--- src/rtl/uart_pkg.sv ---
// ============================================================================
// Module      : uart_pkg
// Description : Shared definitions for the one-bit-per-clock UART link
//               (receiver state encoding, line levels, default data width).
// Revision    : 1.0 - initial release
// ============================================================================
`default_nettype none

package uart_pkg;

  // Default number of data bits per frame, common to transmitter and receiver
  localparam int UART_DEFAULT_DATA_WIDTH = 8;

  // Serial line levels
  localparam logic UART_IDLE_LEVEL  = 1'b1;
  localparam logic UART_START_LEVEL = 1'b0;
  localparam logic UART_STOP_LEVEL  = 1'b1;

  // Receiver frame-tracking states
  typedef enum logic [1:0] {
    IDLE  = 2'd0,
    DATA  = 2'd1,
    STOP  = 2'd2,
    BREAK = 2'd3
  } rx_state_e;

endpackage : uart_pkg

`default_nettype wire

--- src/rtl/uart_rx_sync.sv ---
// ============================================================================
// Module      : uart_rx_sync
// Description : Two-flop synchronizer for the serial receive line. Both flops
//               reset to the idle line level so that reset never produces a
//               false start bit. Used only when UART_RX_SYNC_EN is defined.
// Revision    : 1.0 - initial release
// ============================================================================
`default_nettype none

module uart_rx_sync
  import uart_pkg::*;
(
  input  logic CLK,
  input  logic RESET,
  input  logic d_i,
  output logic q_o
);

  logic meta_q;
  logic sync_q;

  // Two-stage resynchronisation of the asynchronous line into the CLK domain
  always_ff @(posedge CLK or posedge RESET) begin
    if (RESET) begin
      meta_q <= UART_IDLE_LEVEL;
      sync_q <= UART_IDLE_LEVEL;
    end else begin
      meta_q <= d_i;
      sync_q <= meta_q;
    end
  end

  assign q_o = sync_q;

endmodule : uart_rx_sync

`default_nettype wire

--- src/rtl/uart_receiver.sv ---
// ============================================================================
// Module      : uart_receiver
// Description : Serial-to-parallel receiver for the one-bit-per-clock UART
//               link. Frame = start(0), DATA_WIDTH data bits MSB-first,
//               stop(1). Emits a one-cycle valid pulse per good frame and a
//               one-cycle framing_error pulse when the stop bit is 0.
//               Optional macro UART_RX_SYNC_EN inserts a two-flop
//               synchronizer on rx (adds 2 cycles of latency).
// Revision    : 1.0 - initial release
// ============================================================================
`default_nettype none

module uart_receiver
  import uart_pkg::*;
#(
  parameter int DATA_WIDTH = UART_DEFAULT_DATA_WIDTH
) (
  input  logic                  CLK,
  input  logic                  RESET,
  input  logic                  rx,
  output logic [DATA_WIDTH-1:0] data,
  output logic                  valid,
  output logic                  framing_error,
  output logic                  busy
);

  // Counter holds DATA_WIDTH-1 down to 0; width is clamped to at least 1 bit
  localparam int CNT_W = (DATA_WIDTH > 1) ? $clog2(DATA_WIDTH) : 1;
  localparam logic [CNT_W-1:0] CNT_LOAD = CNT_W'(DATA_WIDTH - 1);

  logic                  rx_s;

  rx_state_e             state_q, state_d;
  logic [DATA_WIDTH-1:0] shift_q, shift_d;
  logic [CNT_W-1:0]      cnt_q,   cnt_d;
  logic [DATA_WIDTH-1:0] data_q,  data_d;
  logic                  valid_q, valid_d;
  logic                  ferr_q,  ferr_d;

`ifdef UART_RX_SYNC_EN
  uart_rx_sync u_rx_sync (
    .CLK   (CLK),
    .RESET (RESET),
    .d_i   (rx),
    .q_o   (rx_s)
  );
`else
  // Transmitter shares CLK, so the line is already synchronous
  assign rx_s = rx;
`endif

  // State and datapath registers; reset discards any frame in progress
  always_ff @(posedge CLK or posedge RESET) begin
    if (RESET) begin
      state_q <= IDLE;
      shift_q <= '0;
      cnt_q   <= '0;
      data_q  <= '0;
      valid_q <= 1'b0;
      ferr_q  <= 1'b0;
    end else begin
      state_q <= state_d;
      shift_q <= shift_d;
      cnt_q   <= cnt_d;
      data_q  <= data_d;
      valid_q <= valid_d;
      ferr_q  <= ferr_d;
    end
  end

  // Next-state logic: track frame position, shift in data, judge the stop bit
  always_comb begin
    state_d = state_q;
    shift_d = shift_q;
    cnt_d   = cnt_q;
    data_d  = data_q;
    valid_d = 1'b0;
    ferr_d  = 1'b0;

    case (state_q)
      IDLE: begin
        if (rx_s == UART_START_LEVEL) begin
          state_d = DATA;
          cnt_d   = CNT_LOAD;
        end
      end

      DATA: begin
        // First data bit received ends up as the MSB
        shift_d = {shift_q[DATA_WIDTH-2:0], rx_s};
        if (cnt_q == '0) begin
          state_d = STOP;
        end else begin
          cnt_d = cnt_q - CNT_W'(1);
        end
      end

      STOP: begin
        if (rx_s == UART_STOP_LEVEL) begin
          data_d  = shift_q;
          valid_d = 1'b1;
          state_d = IDLE;
        end else begin
          // Keep the last good word; wait out the low line in BREAK
          ferr_d  = 1'b1;
          state_d = BREAK;
        end
      end

      BREAK: begin
        // A held-low line must not be taken as a fresh start bit
        if (rx_s == UART_IDLE_LEVEL) begin
          state_d = IDLE;
        end
      end

      default: begin
        state_d = IDLE;
      end
    endcase
  end

  assign data          = data_q;
  assign valid         = valid_q;
  assign framing_error = ferr_q;
  assign busy          = (state_q != IDLE);

endmodule : uart_receiver

`default_nettype wire

--- config.mk ---
export PLATFORM = sky130hd
export DESIGN_NAME = uart_receiver
export DESIGN_NICKNAME = d
export VERILOG_FILES = /design/src/rtl/uart_pkg.sv /design/src/rtl/uart_rx_sync.sv /design/src/rtl/uart_receiver.sv
export SDC_FILE = /design/constraint.sdc
export NUM_CORES = 1
export LEC_CHECK = 0
export ABC_AREA = 1
export BUFFER_PORTS_ARGS = -buffer_cell sky130_fd_sc_hd__clkbuf_2
export CAP_MARGIN = 5
export CORE_MARGIN = 10
export CORE_UTILIZATION = 45
export CTS_CLUSTER_DIAMETER = 60
export DETAILED_ROUTE_END_ITERATION = 10
export GPL_TIMING_DRIVEN = 0
export PLACE_DENSITY = 0.65
export SETUP_SLACK_MARGIN = 0.05
export SLEW_MARGIN = 20
export SYNTH_ARGS = -nofsm -noshare
export SYNTH_HDL_FRONTEND = slang
export SYNTH_SLANG_ARGS = --single-unit
--- constraint.sdc ---
create_clock -name CLK -period 3 [get_ports CLK]
set_input_delay 0.6 -clock CLK [delete_from_list [all_inputs] [get_ports CLK]]
set_output_delay 0.6 -clock CLK [all_outputs]
set_load 0.02 [all_outputs]
== Word-level counts from Yosys, hierarchy flattened ==
Cells that the tools add are included.
Word-level totals
  bits in registers: 23
  output and inout port bits: 11
Operators by class
  $add $sub $neg: 1
  eq/ne operators: 7
  mux-type cells: 12
  reductions and logical operators: 7
Operator list (number)
  2-bit 2-to-1 mux: 4
  2-bit != test, second input constant: 4
  2-bit case mux with 4 select lines: 1
  3-bit 2-to-1 mux: 2
  3-bit case mux with 2 select lines: 1
  3-bit AND reduction: 2
  2-bit equality test, second input constant: 2
  1-bit 2-to-1 mux: 4
  2-bit nonzero test: 2
  3-bit logical NOT: 1
  3-bit by 1-bit subtractor with 3-bit output, second input constant: 1
  2-bit by 1-bit equality test with 1-bit output, second input constant: 1
  2-bit logical NOT: 1
  2-bit AND reduction: 1

== Longest topological paths before layout ==
  depth in word-level cells: 3
  gate-level depth with buffers: 7
  depth with buffers taken out: 7

== Least setup slack after synthesis ==
OpenSTA, ideal clock, no wires.
  kind: flip-flop to flip-flop
  start: reg cnt_q[0]
  end: reg cnt_q[0]
  library setup time: 0.117 ns
  arrival: 1.191 ns
  data required time: 2.883 ns
  slack: 1.692 ns
  stages on the path, launching flop included: 8
  clock period less this slack: 1.308 ns
  cells stage by stage: dfrtp_1 -> inv_1 -> ha_1 -> ha_1 -> a21oi_1 -> nand2_1 -> nand2_1 -> nand2_1
Between the ends
  cells in the longest elaborated chain, start to end: 3
  elaborated cells between the ends (all ways): 6
  those cells by class: add/sub (1); eq/ne (1); mux (2); reduce/logical (2)
RTL lines
  start: declaration: line uart_receiver.sv:35  | logic [CNT_W-1:0] cnt_q, cnt_d;
  start signal: assignment: line uart_receiver.sv:64  | cnt_q <= cnt_d;
  3-bit by 1-bit subtractor with 3-bit output / 3-bit logical NOT (equally long branches): line uart_receiver.sv:94, uart_receiver.sv:91
  3-bit 2-to-1 mux / 2-bit != test (equally long branches)
  3-bit case mux with 2 select lines / 3-bit AND reduction (equally long branches)
Parallel ways exist; a longest one is shown, timed or not. The select of a mux whose other input is x is not followed.
A chain may end at the register's enable or synchronous reset.

== Final worst setup path ==
  start: reg state_q[1]
  end: out busy
Between the ends
  cells in the longest elaborated chain, start to end: 1
RTL lines
  start: declaration: line uart_receiver.sv:33  | rx_state_e state_q, state_d;
  start signal: assignment: line uart_receiver.sv:62  | state_q <= state_d;
  2-bit nonzero test: line uart_receiver.sv:126  | assign busy = (state_q != IDLE);
  end: declaration: line uart_receiver.sv:24  | output logic busy
Every way passes these cells.

==> key figures <==
Status
  • Run status: complete, no violations

Routing
  • First-pass iteration count of the detailed router: 4
  • Antenna-violating nets left: 0
  • Total number of vias: 658
  • DRC violation count after routing: 0
  • 1st-iter DRT viols: 15
  • Detailed Route WL: 1.648 mm
  • Via density per instance: 4.634
  • Mean routed wirelength per cell: 11.61 microns

STA
  • Number of hold violations in the final report: 0
  • Tightest slew margin relative to the limit: 44.20%
  • Final TNS setup: 0 ns
  • Min Tclk post-route: 1.728 ns
  • Endpoints failing setup: 0
  • Setup repair after global routing missed its margin: false
  • Worst hold slack across all endpoints: 0.4197 ns
  • Clock skew after layout: 0.007647 ns
  • Total count of max-transition violations in the final report: 0
  • Max Fclk: 578.8 MHz
  • Final worst-path cycle share: 57.59%
  • Actual transition at the worst max-transition pin: 0.8361 ns

GRT
  • Vias in the first global route: 672
  • Remaining global-route overflow: 0
  • First-pass GRT wire length: 2.939 mm
  • Largest net degree at the start of global routing: 24
  • Initial antenna violation count: 0
  • Global Route Usage Sum: 8.666%

Clock tree
  • TritonCTS buffer count: 3
  • Clock insertion delay at the later pin of the skew report: 0.31 ns
  • Post-CTS setup repair buffer count: 0
  • CTS root buffer: clkbuf_4
  • CTS tree: done
  • Number of clock sinks seen by CTS: 23
  • H-tree depth: 1
  • CTS Hold Buffers Added: 0
  • Count of cells resized by post-cts repair: 0
  • Worst-case clock buffer depth: 2
  • Clock-pin slew reported for the worst setup and hold paths after clock tree synthesis: 0.13 ns

Final layout
  • Total inserted antenna cells: 0
  • Relative area change from synthesis to final layout: 13.24%
  • Total Nets Final: 121
  • Sequential cell area in the final layout: 575.6 sq um
  • Cell area after layout: 0.001081 sq mm
  • Final Core Density: 54.55%
  • Area taken by multi-input logic gates: 296.5 sq um
  • Fraction of final layout cells sized beyond drive strength 1: 23.48%
  • Fill cell total of the finished layout: 179

Pwr
  • Leakage: 0.5826 nW
  • IR drop worst, VDD: 587.0 uV
  • Power per unit of standard cell area: 1085 mW/mm^2

Synthesis
  • Cell with the most instances after synthesis: nand2_1
  • Synth async-reset ratio: 100.0%
  • Post-synthesis cell count: 98
  • Flip-flop cell with the highest count after synthesis: dfrtp_1
  • Number of distinct library cells after synthesis: 16
  • Main area contributors after synthesis: dfrtp_1 60%, nand2_1 9.8%, inv_1 5.5%
  • Area of the mapped netlist: 954.7 sq um
  • Share of the synthesized area in the top cell type: 60.29%
  • Average instance area after synthesis: 9.741 sq um
  • Cell type with the largest total area after synthesis: dfrtp_1
  • Yosys reg bits: 23
  • Post-synth EDFFs: 0
  • Yosys synthesis warning count: 0
  • Top cells by count, synth: 25 x nand2_1, 23 x dfrtp_1, 14 x inv_1
  • Net count after synthesis: 103
  • Sequential share of the synthesized area: 60.29%

Run
  • Reported max-cap violation count: 0

Place
  • Final HPWL DP: 1.219 mm
  • Final weighted congestion in routability-driven placement: 0.7289
  • Quantity of I/O buffers inserted on ports: 13
  • Instance area after placement: 0.001054 sq mm

Floorplanning
  • Cell row count: 16
  • Die span in y: 66.06 microns
  • Area of the die: 0.004364 sq mm
  • Placeable Area: 0.001982 sq mm
  • Initial Utilization: 48.17%
  • Number of top-level design ports: 14
  • Die extent in x: 66.06 microns

Worst setup path
  • Worst path cell trace: inv_2 -> nand2_1 -> clkbuf_2
  • Number of cells traversed by the worst register-to-register path: 7
  • Critical path's largest stage delay: 0.50 ns
  • Cell at the slowest stage of the critical path: dfrtp_1
  • Required time of the critical path: 2.40 ns
  • CP Data Arrival Time: 1.13 ns
  • Worst Setup Start Kind: flip-flop
  • Max FO, Critical Path: 6
  • Capturing element type of the critical path: output port
  • Start-to-end type of the worst setup path: reg -> out

Min path
  • Type of the most critical hold path: in -> async
per-stage QoR:
stage / setup slack (ns) / instances / power, W
2_1_floorplan: 1.692 / 98 / 0.0009144
3_3_place_gp: 1.568 / 138 / 0.001033
3_5_place_dp: 1.545 / 138 / 0.001051
4_1_cts: 1.247 / 142 / 0.001192
5_1_grt: 1.175 / 142 / 0.001290
6_report: 1.272 / 142 / 0.001173
sequential cells by signal, indices dropped and copies added, names as in the netlist:
signal and cells:
valid 1, data 8, framing_error 1, shift_q 8, cnt_q 3, state_q 2
area by class of cell:
type | instances | area share [%]
flip-flops and latches | 23 | 53.24
multi-input cells | 57 | 27.43
repair buffers | 13 | 6.019
inverters | 16 | 5.556
well taps | 27 | 3.125
clock buffers | 3 | 2.083
plain buffers | 2 | 2.083
clock inverters | 1 | 0.4630
path summary, 6_finish.rpt:
| check | startpoint | to | slack [ns] |
|---|---|---|---|
| setup / recovery | state_q[1] | busy | 1.27 |
| hold / removal | RESET | shift_q[7] | 0.42 |
| setup reg to reg | cnt_q[0] | cnt_q[2] | 1.50 |
| hold reg to reg | cnt_q[1] | cnt_q[1] | 0.49 |
| max in group asynchronous | RESET | state_q[1] | 2.06 |
| min in group CLK | cnt_q[1] | cnt_q[1] | 0.49 |
per-layer routing:
layer	GRT usage [%]	vias to the layer above	wire length [microns]
met2	13.04	16	736
li1	-	344	-
met5	0	-	0
met3	3.559	2	107
met4	4.712	0	19
met1	10.25	296	785
worst max-delay path: cells and delay by family, from the launching register on:
family	cells	cell delay, ns
flip-flops	1	0.50
buffers and inverters	2	0.26
AND/OR/NAND/NOR	1	0.07
power breakdown:
group / total, W / leakage (nW) / internal (W) / switching [W]
Clock: 0.000140 / 0.0177 / 0.0000497 / 0.0000898
Combinational: 0.000512 / 0.273 / 0.000191 / 0.000321
Sequential: 0.000522 / 0.292 / 0.000441 / 0.0000814
layout by cell type (no fill, tap or decap), drive strengths merged:
master / Yosys / final
a21oi: 2 / 2
buf: 2 / 2
clkbuf: 0 / 16
clkinv: 0 / 1
dfrtp: 23 / 23
ha: 2 / 2
inv: 16 / 16
nand2: 27 / 27
nand3: 7 / 7
nor2: 2 / 2
nor3: 1 / 1
o21ai: 16 / 16
cells by family after synthesis:
logic type | Yosys count | synth area share [%]
DFF | 23 | 60.29
AOI/OAI and AO/OA | 18 | 10.22
and+or+nand+nor | 37 | 18.22
buffers and inverters | 18 | 8.650
adders and majority gates | 2 | 2.621
Note: power is estimated with default switching activity, not from simulation.
